File: config.mk
export PLATFORM = sky130hd
export DESIGN_NAME = uart_cmd_parser_flat
export DESIGN_NICKNAME = d
export VERILOG_FILES = /design/src/rtl/uart_cmd_parser_if.sv /design/src/rtl/uart_cmd_parser.sv /design/src/flat_wrapper.sv
export SDC_FILE = /design/constraint.sdc
export NUM_CORES = 1
export LEC_CHECK = 0
export CAP_MARGIN = 5
export CELL_PAD_IN_SITES_DETAIL_PLACEMENT = 0
export CELL_PAD_IN_SITES_GLOBAL_PLACEMENT = 1
export CORE_ASPECT_RATIO = 1.2
export CORE_MARGIN = 2
export CORE_UTILIZATION = 39
export CTS_BUF_LIST = sky130_fd_sc_hd__clkbuf_4
export DETAILED_ROUTE_END_ITERATION = 6
export GPL_TIMING_DRIVEN = 0
export PLACE_DENSITY_LB_ADDON = 0.12
export SETUP_SLACK_MARGIN = 0.2
export SYNTH_ARGS = -nofsm -noshare
export SYNTH_HDL_FRONTEND = slang
export SYNTH_SLANG_ARGS = --single-unit
File: constraint.sdc
create_clock -name clk -period 7.3 [get_ports clk]
set_input_delay 1.095 -clock clk [delete_from_list [all_inputs] [get_ports clk]]
set_output_delay 1.095 -clock clk [all_outputs]
set_load 0.01 [all_outputs]
File: src/rtl/uart_cmd_parser_if.sv
// Byte-in / set-time-out bundle between the RX FIFO pop side and the watch core.
interface uart_cmd_parser_if;
  logic [7:0]  rx_data;
  logic        rx_done;
  logic        o_set_valid;
  logic [23:0] o_set_data;
  logic        o_err;
  logic [1:0]  o_err_code;
  logic        o_busy;

  modport slave  (input  rx_data, rx_done,
                  output o_set_valid, o_set_data, o_err, o_err_code, o_busy);
  modport master (output rx_data, rx_done,
                  input  o_set_valid, o_set_data, o_err, o_err_code, o_busy);
endinterface

File: src/rtl/uart_cmd_parser.sv
// Parses "THH:MM:SS<CR|LF>" set-time lines from the UART RX byte stream and
// emits the time in packed watch format {hour, min, sec, msec=0}.
module uart_cmd_parser #(
  parameter int TIMEOUT_CYCLES = 100_000_000,
  parameter int CNT_W          = $clog2(TIMEOUT_CYCLES + 1)
) (
  input logic               clk,
  input logic               rst,
  uart_cmd_parser_if.slave  bus
);
  typedef enum logic [3:0] {IDLE, H10, H1, C1, M10, M1, C2, S10, S1, TERM, DISCARD} state_t;

  state_t           r_state, w_next;
  logic [CNT_W-1:0] r_cnt;
  logic [3:0]       r_tens;
  logic [4:0]       r_hour;
  logic [5:0]       r_min, r_sec;
  logic             r_set_valid, r_err;
  logic [23:0]      r_set_data;
  logic [1:0]       r_err_code;

  logic       w_digit, w_eol, w_tmo;
  logic       w_bad, w_range, w_tmo_err, w_commit;
  logic       w_ld_tens, w_ld_h, w_ld_m, w_ld_s;
  logic [6:0] w_val;

  assign w_digit = (bus.rx_data >= 8'h30) && (bus.rx_data <= 8'h39);
  assign w_eol   = (bus.rx_data == 8'h0D) || (bus.rx_data == 8'h0A);
  assign w_val   = 7'd10 * {3'd0, r_tens} + {3'd0, bus.rx_data[3:0]};
  // A byte arriving on the expiry cycle wins over the timeout.
  assign w_tmo   = !bus.rx_done && (r_state != IDLE) && (r_cnt == CNT_W'(TIMEOUT_CYCLES));

  always_comb begin
    w_next    = r_state;
    w_bad     = 1'b0;
    w_range   = 1'b0;
    w_tmo_err = 1'b0;
    w_commit  = 1'b0;
    w_ld_tens = 1'b0;
    w_ld_h    = 1'b0;
    w_ld_m    = 1'b0;
    w_ld_s    = 1'b0;
    if (bus.rx_done) begin
      unique case (r_state)
        IDLE:    if (bus.rx_data == 8'h54) w_next = H10;
        H10, M10, S10: begin
          if (!w_digit) w_bad = 1'b1;
          else begin
            w_ld_tens = 1'b1;
            w_next    = state_t'(r_state + 4'd1);
          end
        end
        H1: begin
          if (!w_digit)              w_bad   = 1'b1;
          else if (w_val >= 7'd24)   w_range = 1'b1;
          else begin w_ld_h = 1'b1; w_next = C1; end
        end
        M1: begin
          if (!w_digit)              w_bad   = 1'b1;
          else if (w_val >= 7'd60)   w_range = 1'b1;
          else begin w_ld_m = 1'b1; w_next = C2; end
        end
        S1: begin
          if (!w_digit)              w_bad   = 1'b1;
          else if (w_val >= 7'd60)   w_range = 1'b1;
          else begin w_ld_s = 1'b1; w_next = TERM; end
        end
        C1, C2: begin
          if (bus.rx_data != 8'h3A) w_bad = 1'b1;
          else w_next = state_t'(r_state + 4'd1);
        end
        TERM: begin
          if (!w_eol) w_bad = 1'b1;
          else begin w_commit = 1'b1; w_next = IDLE; end
        end
        DISCARD: if (w_eol) w_next = IDLE;
        default: w_next = IDLE;
      endcase
      if (w_bad || w_range) w_next = DISCARD;
    end else if (w_tmo) begin
      w_tmo_err = (r_state != DISCARD);
      w_next    = IDLE;
    end
  end

  always_ff @(posedge clk or posedge rst) begin
    if (rst) begin
      r_state     <= IDLE;
      r_cnt       <= '0;
      r_tens      <= '0;
      r_hour      <= '0;
      r_min       <= '0;
      r_sec       <= '0;
      r_set_valid <= 1'b0;
      r_set_data  <= '0;
      r_err       <= 1'b0;
      r_err_code  <= '0;
    end else begin
      r_state <= w_next;
      if (bus.rx_done || r_state == IDLE)        r_cnt <= '0;
      else if (r_cnt != CNT_W'(TIMEOUT_CYCLES))  r_cnt <= r_cnt + CNT_W'(1);
      if (w_ld_tens) r_tens <= bus.rx_data[3:0];
      if (w_ld_h)    r_hour <= w_val[4:0];
      if (w_ld_m)    r_min  <= w_val[5:0];
      if (w_ld_s)    r_sec  <= w_val[5:0];
      r_set_valid <= w_commit;
      if (w_commit) r_set_data <= {r_hour, r_min, r_sec, 7'd0};
      r_err <= w_bad || w_range || w_tmo_err;
      if (w_bad)          r_err_code <= 2'd1;
      else if (w_range)   r_err_code <= 2'd2;
      else if (w_tmo_err) r_err_code <= 2'd3;
    end
  end

  assign bus.o_set_valid = r_set_valid;
  assign bus.o_set_data  = r_set_data;
  assign bus.o_err       = r_err;
  assign bus.o_err_code  = r_err_code;
  assign bus.o_busy      = (r_state != IDLE);
endmodule

File: src/flat_wrapper.sv
// flat-port wrapper written by rule: the top's interface ports become plain ports
module uart_cmd_parser_flat 
#(
  parameter int TIMEOUT_CYCLES = 100_000_000,
  parameter int CNT_W          = $clog2(TIMEOUT_CYCLES + 1)
)
  (clk, rst, bus_rx_data, bus_rx_done, bus_o_set_valid, bus_o_set_data, bus_o_err, bus_o_err_code, bus_o_busy);
  uart_cmd_parser_if bus_i ();
  input logic clk;
  input logic rst;
  input wire logic [$bits(bus_i.rx_data)-1:0] bus_rx_data;
  input wire logic [$bits(bus_i.rx_done)-1:0] bus_rx_done;
  output wire logic [$bits(bus_i.o_set_valid)-1:0] bus_o_set_valid;
  output wire logic [$bits(bus_i.o_set_data)-1:0] bus_o_set_data;
  output wire logic [$bits(bus_i.o_err)-1:0] bus_o_err;
  output wire logic [$bits(bus_i.o_err_code)-1:0] bus_o_err_code;
  output wire logic [$bits(bus_i.o_busy)-1:0] bus_o_busy;
  assign bus_i.rx_data = bus_rx_data;
  assign bus_i.rx_done = bus_rx_done;
  assign bus_o_set_valid = bus_i.o_set_valid;
  assign bus_o_set_data = bus_i.o_set_data;
  assign bus_o_err = bus_i.o_err;
  assign bus_o_err_code = bus_i.o_err_code;
  assign bus_o_busy = bus_i.o_busy;
  uart_cmd_parser #(.TIMEOUT_CYCLES(TIMEOUT_CYCLES), .CNT_W(CNT_W)) u_core (.clk(clk), .rst(rst), .bus(bus_i));
endmodule
======== Yosys cells after proc, flatten, opt, wreduce, memory -nomap -nowiden ========
Cells that the tools add are included.
storage, ports and cells
  flip-flop bits (word level) ............. 73
  word-level logic and storage cells ...... 115
operators by class
  multiply operators ...................... 1
  muxes and demuxes ....................... 50
  $add $sub $neg .......................... 3
  equal/unequal tests ..................... 27
  magnitude comparators ................... 4
  reduce and logical (&&, ||, !) cells .... 20
operators by type and width
  kind                                                                              number
  27-bit two-way mux                                                                2
  4-bit two-way mux                                                                 13
  1-bit two-way mux                                                                 29
  4-bit one-hot mux with 7 select lines                                             1
  27-bit by 1-bit adder with 27-bit output, second input constant                   1
  27-bit == test, second input constant                                             1
  27-bit != test, second input constant                                             1
  4-bit by 2-bit != test with 1-bit output, second input constant                   6
  4-bit != test, second input constant                                              5
  4-bit by 3-bit == test with 1-bit output, second input constant                   4
  8-bit by 4-bit == test with 1-bit output, second input constant                   2
  4-bit == test, second input constant                                              3
  11-bit AND reduction                                                              1
  4-bit by 2-bit == test with 1-bit output, second input constant                   2
  8-bit by 7-bit == test with 1-bit output, second input constant                   1
  8-bit by 6-bit >= comparator with 1-bit output, second input constant             1
  8-bit by 6-bit less-or-equal comparator with 1-bit output, second input constant  1
  8-bit by 6-bit != test with 1-bit output, second input constant                   1
  7-bit by 4-bit adder with 7-bit output                                            1
  7-bit by 5-bit >= comparator with 1-bit output, second input constant             1
  7-bit by 6-bit >= comparator with 1-bit output, second input constant             1
  3-bit by 4-bit multiplier with 6-bit output, first input constant                 1
  2-bit two-way mux                                                                 3
  2-bit OR reduction                                                                3
  13 further kinds                                                                  20

======== Longest topological paths before layout ========
Gate-level depths: netlist of run 1.
  depth after elaboration ................. 10
  depth in mapped cells ................... 12
  gate-level depth less buffers ........... 11

======== Worst setup path after synthesis of run 1 ========
No wires, ideal clock.
  path kind ............................... in2reg
  start point ............................. in bus_rx_data[1]
  end point ............................... reg u_core.r_min[0]
  slack ................................... 3.803 ns
  arrival time ............................ 3.372 ns
  stages on the path ...................... 10
  cells stage by stage .................... ha_1 -> inv_1 -> fa_1 -> xor2_2 -> a211oi_1 -> maj3_2 -> o21a_1 -> or4b_4 -> buf_6 -> mux2_4
between the ends
  cells in the longest elaborated chain, start to end .. 6
  elaborated cells on any way between the ends .. 9
  classes of those cells .................. add/sub: 1; order compare: 3; mux: 4; reduce/logical: 1
ends and longest elaborated chain
  what                                            line                    text
  from (decl)                                     flat_wrapper.sv:11      input wire logic [$bits(bus_i.rx_data)-1:0] bus_rx_data;
  7-bit by 4-bit adder with 7-bit output          uart_cmd_parser.sv:29   assign w_val = 7'd10 * {3'd0, r_tens} + {3'd0, bus.rx_data[3:0]};
  7-bit by 6-bit >= comparator with 1-bit output  uart_cmd_parser.sv:60   else if (w_val >= 7'd60) w_range = 1'b1;
  1-bit two-way mux                               uart_cmd_parser.sv:60
  1-bit two-way mux *                             uart_cmd_parser.sv:59   if (!w_digit) w_bad = 1'b1;
  1-bit two-way mux *                             uart_cmd_parser.sv:44   unique case (r_state)
  1-bit two-way mux *                             uart_cmd_parser.sv:43   if (bus.rx_done) begin
  to (signal assigned)                            uart_cmd_parser.sv:104  if (w_ld_m) r_min <= w_val[5:0];
  to (decl)                                       uart_cmd_parser.sv:17   logic [5:0] r_min, r_sec;
Mark *: on every way between the ends. The rest lies on a longest branch, timed or not.
A chain may end at the register's enable or synchronous reset.

======== Final worst setup path of run 1 ========
Same ends and word-level chain as after synthesis.

==> results by group, run 1 <==
Layout
  • Count of non-filler cells in the finished layout: 613
  • Final Instance Area: between 4000 and 5000 um^2
  • Flip-flop and latch area: around 1800 um^2
  • Most frequent cells in the layout: nand2_1 (73), dfrtp_1 (73), nor2_1 (45)
  • Multi-input gate area: slightly above 2000 um^2
  • Share of layout cells above drive strength 1: under 10%
  • Layout area overhead: 17.0%
  • Total Nets Final: 506
  • Fillers: ~980

Logic synthesis
  • Gate Count Post-Synth: approximately 430
  • Mapped Area: 4020 um^2
  • Largest family of logic cells by synthesized area: simple AND/OR/NAND/NOR gates
  • Post-synthesis xor/xnor area fraction: roughly 6.5%
  • Synthesis-stage register bit count: 73
  • Adder-cell area share of the yosys netlist: under 10%
  • Mux share of post-synthesis cell area: 4.20%
  • Cell taking the most area after synthesis: dfrtp_1
  • Compound-gate portion of the synthesized area: 9.89%
  • Sequential share of the synthesized area: a little under half
  • Synth Area per Inst: a little over 9 um^2
  • Synth async-reset ratio: 100%
  • Share of the synthesized area in the top cell type: a little under half
  • Top_reg_cell synth: dfrtp_1
  • Synth cell types: 66
  • Post-Synth Simple-Gate Area: 24.1%
  • Area contributors post-synth: dfrtp_1 (45%), nand2_1 (6.8%), nor2_1 (4.2%)
  • Post-synth EDFFs: 0
  • Syn. warnings: 0

Floorplan
  • Die Ht: roughly 120 um
  • Core area: 10000 um^2
  • Starting density of the core: ~40%
  • Die width: between 90 and 100 um
  • Row cnt: 40
  • Die area: approximately 11000 um^2
  • I/O pin cnt: 40

Power
  • Net Sw Frac: between 30% and 40%
  • Internal power: ~0.7 mW
  • P per Cell Area: about 230 nW/um^2
  • Comb pwr share: a little under a third
  • Clk network pwr share: a little over a quarter
  • Peak supply drop: roughly 0.00012 V
  • Psw: approximately 0.38 mW
  • Total power: between 1 and 1.5 mW
  • Standby leakage power: 2.13 nW
  • Reg power frac: between 40% and 50%

Placed design
  • Inst Count DP: 596
  • Post-DP HPWL: roughly 6000 um
  • GP Congestion: between 0.7 and 0.8
  • PortBufs: 32
  • Place WS: ~2.9 ns
  • Placed instance area: around 4600 um^2

Global routing
  • Vias in the first global route: 3053
  • Antenna violations before repair: 1
  • First-pass GRT wire length: approximately 15000 um
  • Total track usage: 16.6%
  • Met3 Use GR: about 3.3%
  • GR Layer Usage met1: between 20 and 25%
  • Met2 Use GR: between 20 and 30%
  • GRT busiest layer: met2
  • Grt ovf: 0
  • Largest net degree at the start of global routing: 47

Timing
  • Slew margin rel.: 35.2%
  • Setup TNS: 0 ns
  • Fin. max-slew vios: 0
  • PnR worst setup slack: 3.32 ns
  • Fin. Hold Viols: 0
  • Final Skew: approximately 0.011 ns
  • Period minus WS final: 3.98 ns
  • Slew @ Worst Pin: ~0.96 ns
  • Final setup violation count: 0
  • Part of the cycle the worst path needs: a little over half
  • Fmax: roughly 250 MHz
  • Unrepaired setup endpoints after global routing: no

Drt
  • Drt first pass iters: 4
  • DRT antenna net count: 0
  • Detailed Route Iter0 Violations: 106
  • Post-Route WL: about 8700 um
  • Remaining DRCs: 0
  • WL/cell: 14.2 um
  • Via density: slightly above 5
  • DR vias: slightly above 3000

CTS
  • Worst-skew pair later-pin latency: approximately 0.43 ns
  • Total CTS buffers: 9
  • CTS Buffer Depth: 2
  • Clk slew on worst S/H paths: ~0.12 ns
  • Post-CTS Setup Bufs: 0
  • TritonCTS clock tree: built
  • Hold_buf cts: 0
  • Root Driver: clkbuf_4
  • CTS resizes: 0
  • H-tree Lvls: 3
  • # clock sinks: 73

Setup path
  • Buf/Inv on CP: 3
  • Crit start category: input pin
  • WS Path Type: in2reg
  • CP delay by family, top: adder cells
  • Crit-path max cell delay: between 0.6 and 0.7 ns
  • Crit end category: flop
  • Crit-path max FO: 10
  • Crit path cell chain: clkdlybuf4s50_1 > ha_1 > inv_1 > fa_1 > xor2_2 > a211oi_1 > maj3_2 > o21a_1 > or4b_4 > buf_6 > mux2_4
  • Crit-path slowest cell: clkdlybuf4s50_1
  • Critical Path RT: around 7.6 ns
  • CP Data Arrival Time: 4.29 ns

Worst hold path
  • Worst hold path type: reg2reg

Outcome
  • Run status: finished, final reports clean

Flow run
  • Max Cap Viol: 0
==> synthesized netlist by cell type, types with 3 or more instances <==
cell type	instances
nor3_1	5
nand4_1	5
a21o_1	3
buf_4	7
clkbuf_1	13
nor2b_1	5
o21ai_0	21
xnor2_1	9
ha_1	12
nand2b_1	4
nor2_1	45
inv_1	19
and4_1	3
mux2i_1	6
mux2_2	7
or2_2	4
and2_1	4
and3_1	6
nand3_1	18
nor4_1	3
a211oi_1	4
nand2_1	73
nor3b_1	3
xor2_1	19
a21oi_1	9
nand3b_1	4
or3_1	3
dfrtp_1	73
==> flip-flops by register name, indices dropped and copies added (netlist names) <==
name,count
u_core.bus.o_err,1
u_core.bus.o_err_code,2
u_core.bus.o_set_data,17
u_core.bus.o_set_valid,1
u_core.r_cnt,27
u_core.r_hour,5
u_core.r_min,6
u_core.r_sec,6
u_core.r_state,4
u_core.r_tens,4
==> through the flow <==
step | utilization, % | hold WS, ns
CTS | 47.0 | 0.481
finish | 47.0 | 0.480
global placement | 45.2 | 0.446
global route | 47.0 | 0.514
floorplan | - | 0.433
detailed placement | 45.5 | 0.455
==> power groups by stage <==
stage	clock [mW]	combinational, mW	sequential (mW)
CTS	0.293	0.338	0.452
global placement	0	0.338	0.460
detailed placement	0	0.336	0.460
finish	0.282	0.340	0.453
floorplan	0	0.246	0.456
global route	0.312	0.377	0.456
==> layer usage <==
layer	vias up	routed length, um
met2	58	3950
li1	1562	-
met3	12	253
met5	-	0
met4	0	148
met1	1469	4330
==> cell type report <==
cell class | count | share of cell area, %
clock buffer | 9 | 1.44
clock inverter | 7 | 1.81
antenna | 1 | 0.0531
sequential | 73 | 38.8
multi-input combinational | 322 | 43.1
tap | 126 | 3.35
buffer | 22 | 2.47
timing repair buffer | 33 | 7.39
inverter | 20 | 1.65
==> cells by family (layout without fill, tap and decap cells) <==
group | count (synthesis) | in the layout
and+or+nand+nor | 196 | 196
DFF | 73 | 73
AOI/OAI and AO/OA | 60 | 60
buffers and inverters | 42 | 91
xor gates and xnor gates | 29 | 29
adders and majority gates | 15 | 15
muxes | 15 | 15
other | 1 | 8
==> final timing paths <==
| path | from | to | slack, ns | cells after the start |
|---|---|---|---|---|
| setup / recovery | bus_rx_data[1] | u_core.r_min[0] | 3.32 | 11 |
| max in group asynchronous | rst | u_core.r_cnt[26] | 5.75 | 3 |
| hold / removal | u_core.r_min[2] | u_core.bus.o_set_data[15] | 0.48 | 2 |
| setup reg to reg | u_core.r_tens[1] | u_core.r_state[2] | 3.91 | 11 |
| hold reg to reg | u_core.r_min[2] | u_core.bus.o_set_data[15] | 0.48 | 2 |
| min in group asynchronous | rst | u_core.bus.o_set_data[14] | 1.00 | 2 |
==> worst min-delay path: cells and delay by family, from the launching register on <==
kind,cells,cell delay (ns)
simple gates,2,0.10
flops,1,0.37
Power figures use the tool's default switching activity.
==> run 2: changes to the inputs <==
==> constraint.sdc (replaced) <==
create_clock -name clk -period 4 [get_ports clk]
set_input_delay 0.6 -clock clk [delete_from_list [all_inputs] [get_ports clk]]
set_output_delay 0.6 -clock clk [all_outputs]
set_load 0.01 [all_outputs]
==> results of run 2 <==
The final DEF is identical to that of run 1. Status: finished, final reports clean.
Among the figures that moved: setup slack after placement 2.90 ns -> 0.0932 ns; setup slack after layout 3.32 ns -> 0.520 ns; register-to-register setup slack 3.91 ns -> 0.61 ns; total power 1.08 mW -> 1.96 mW; worst IR drop on VDD 0.000125 V -> 0.000227 V
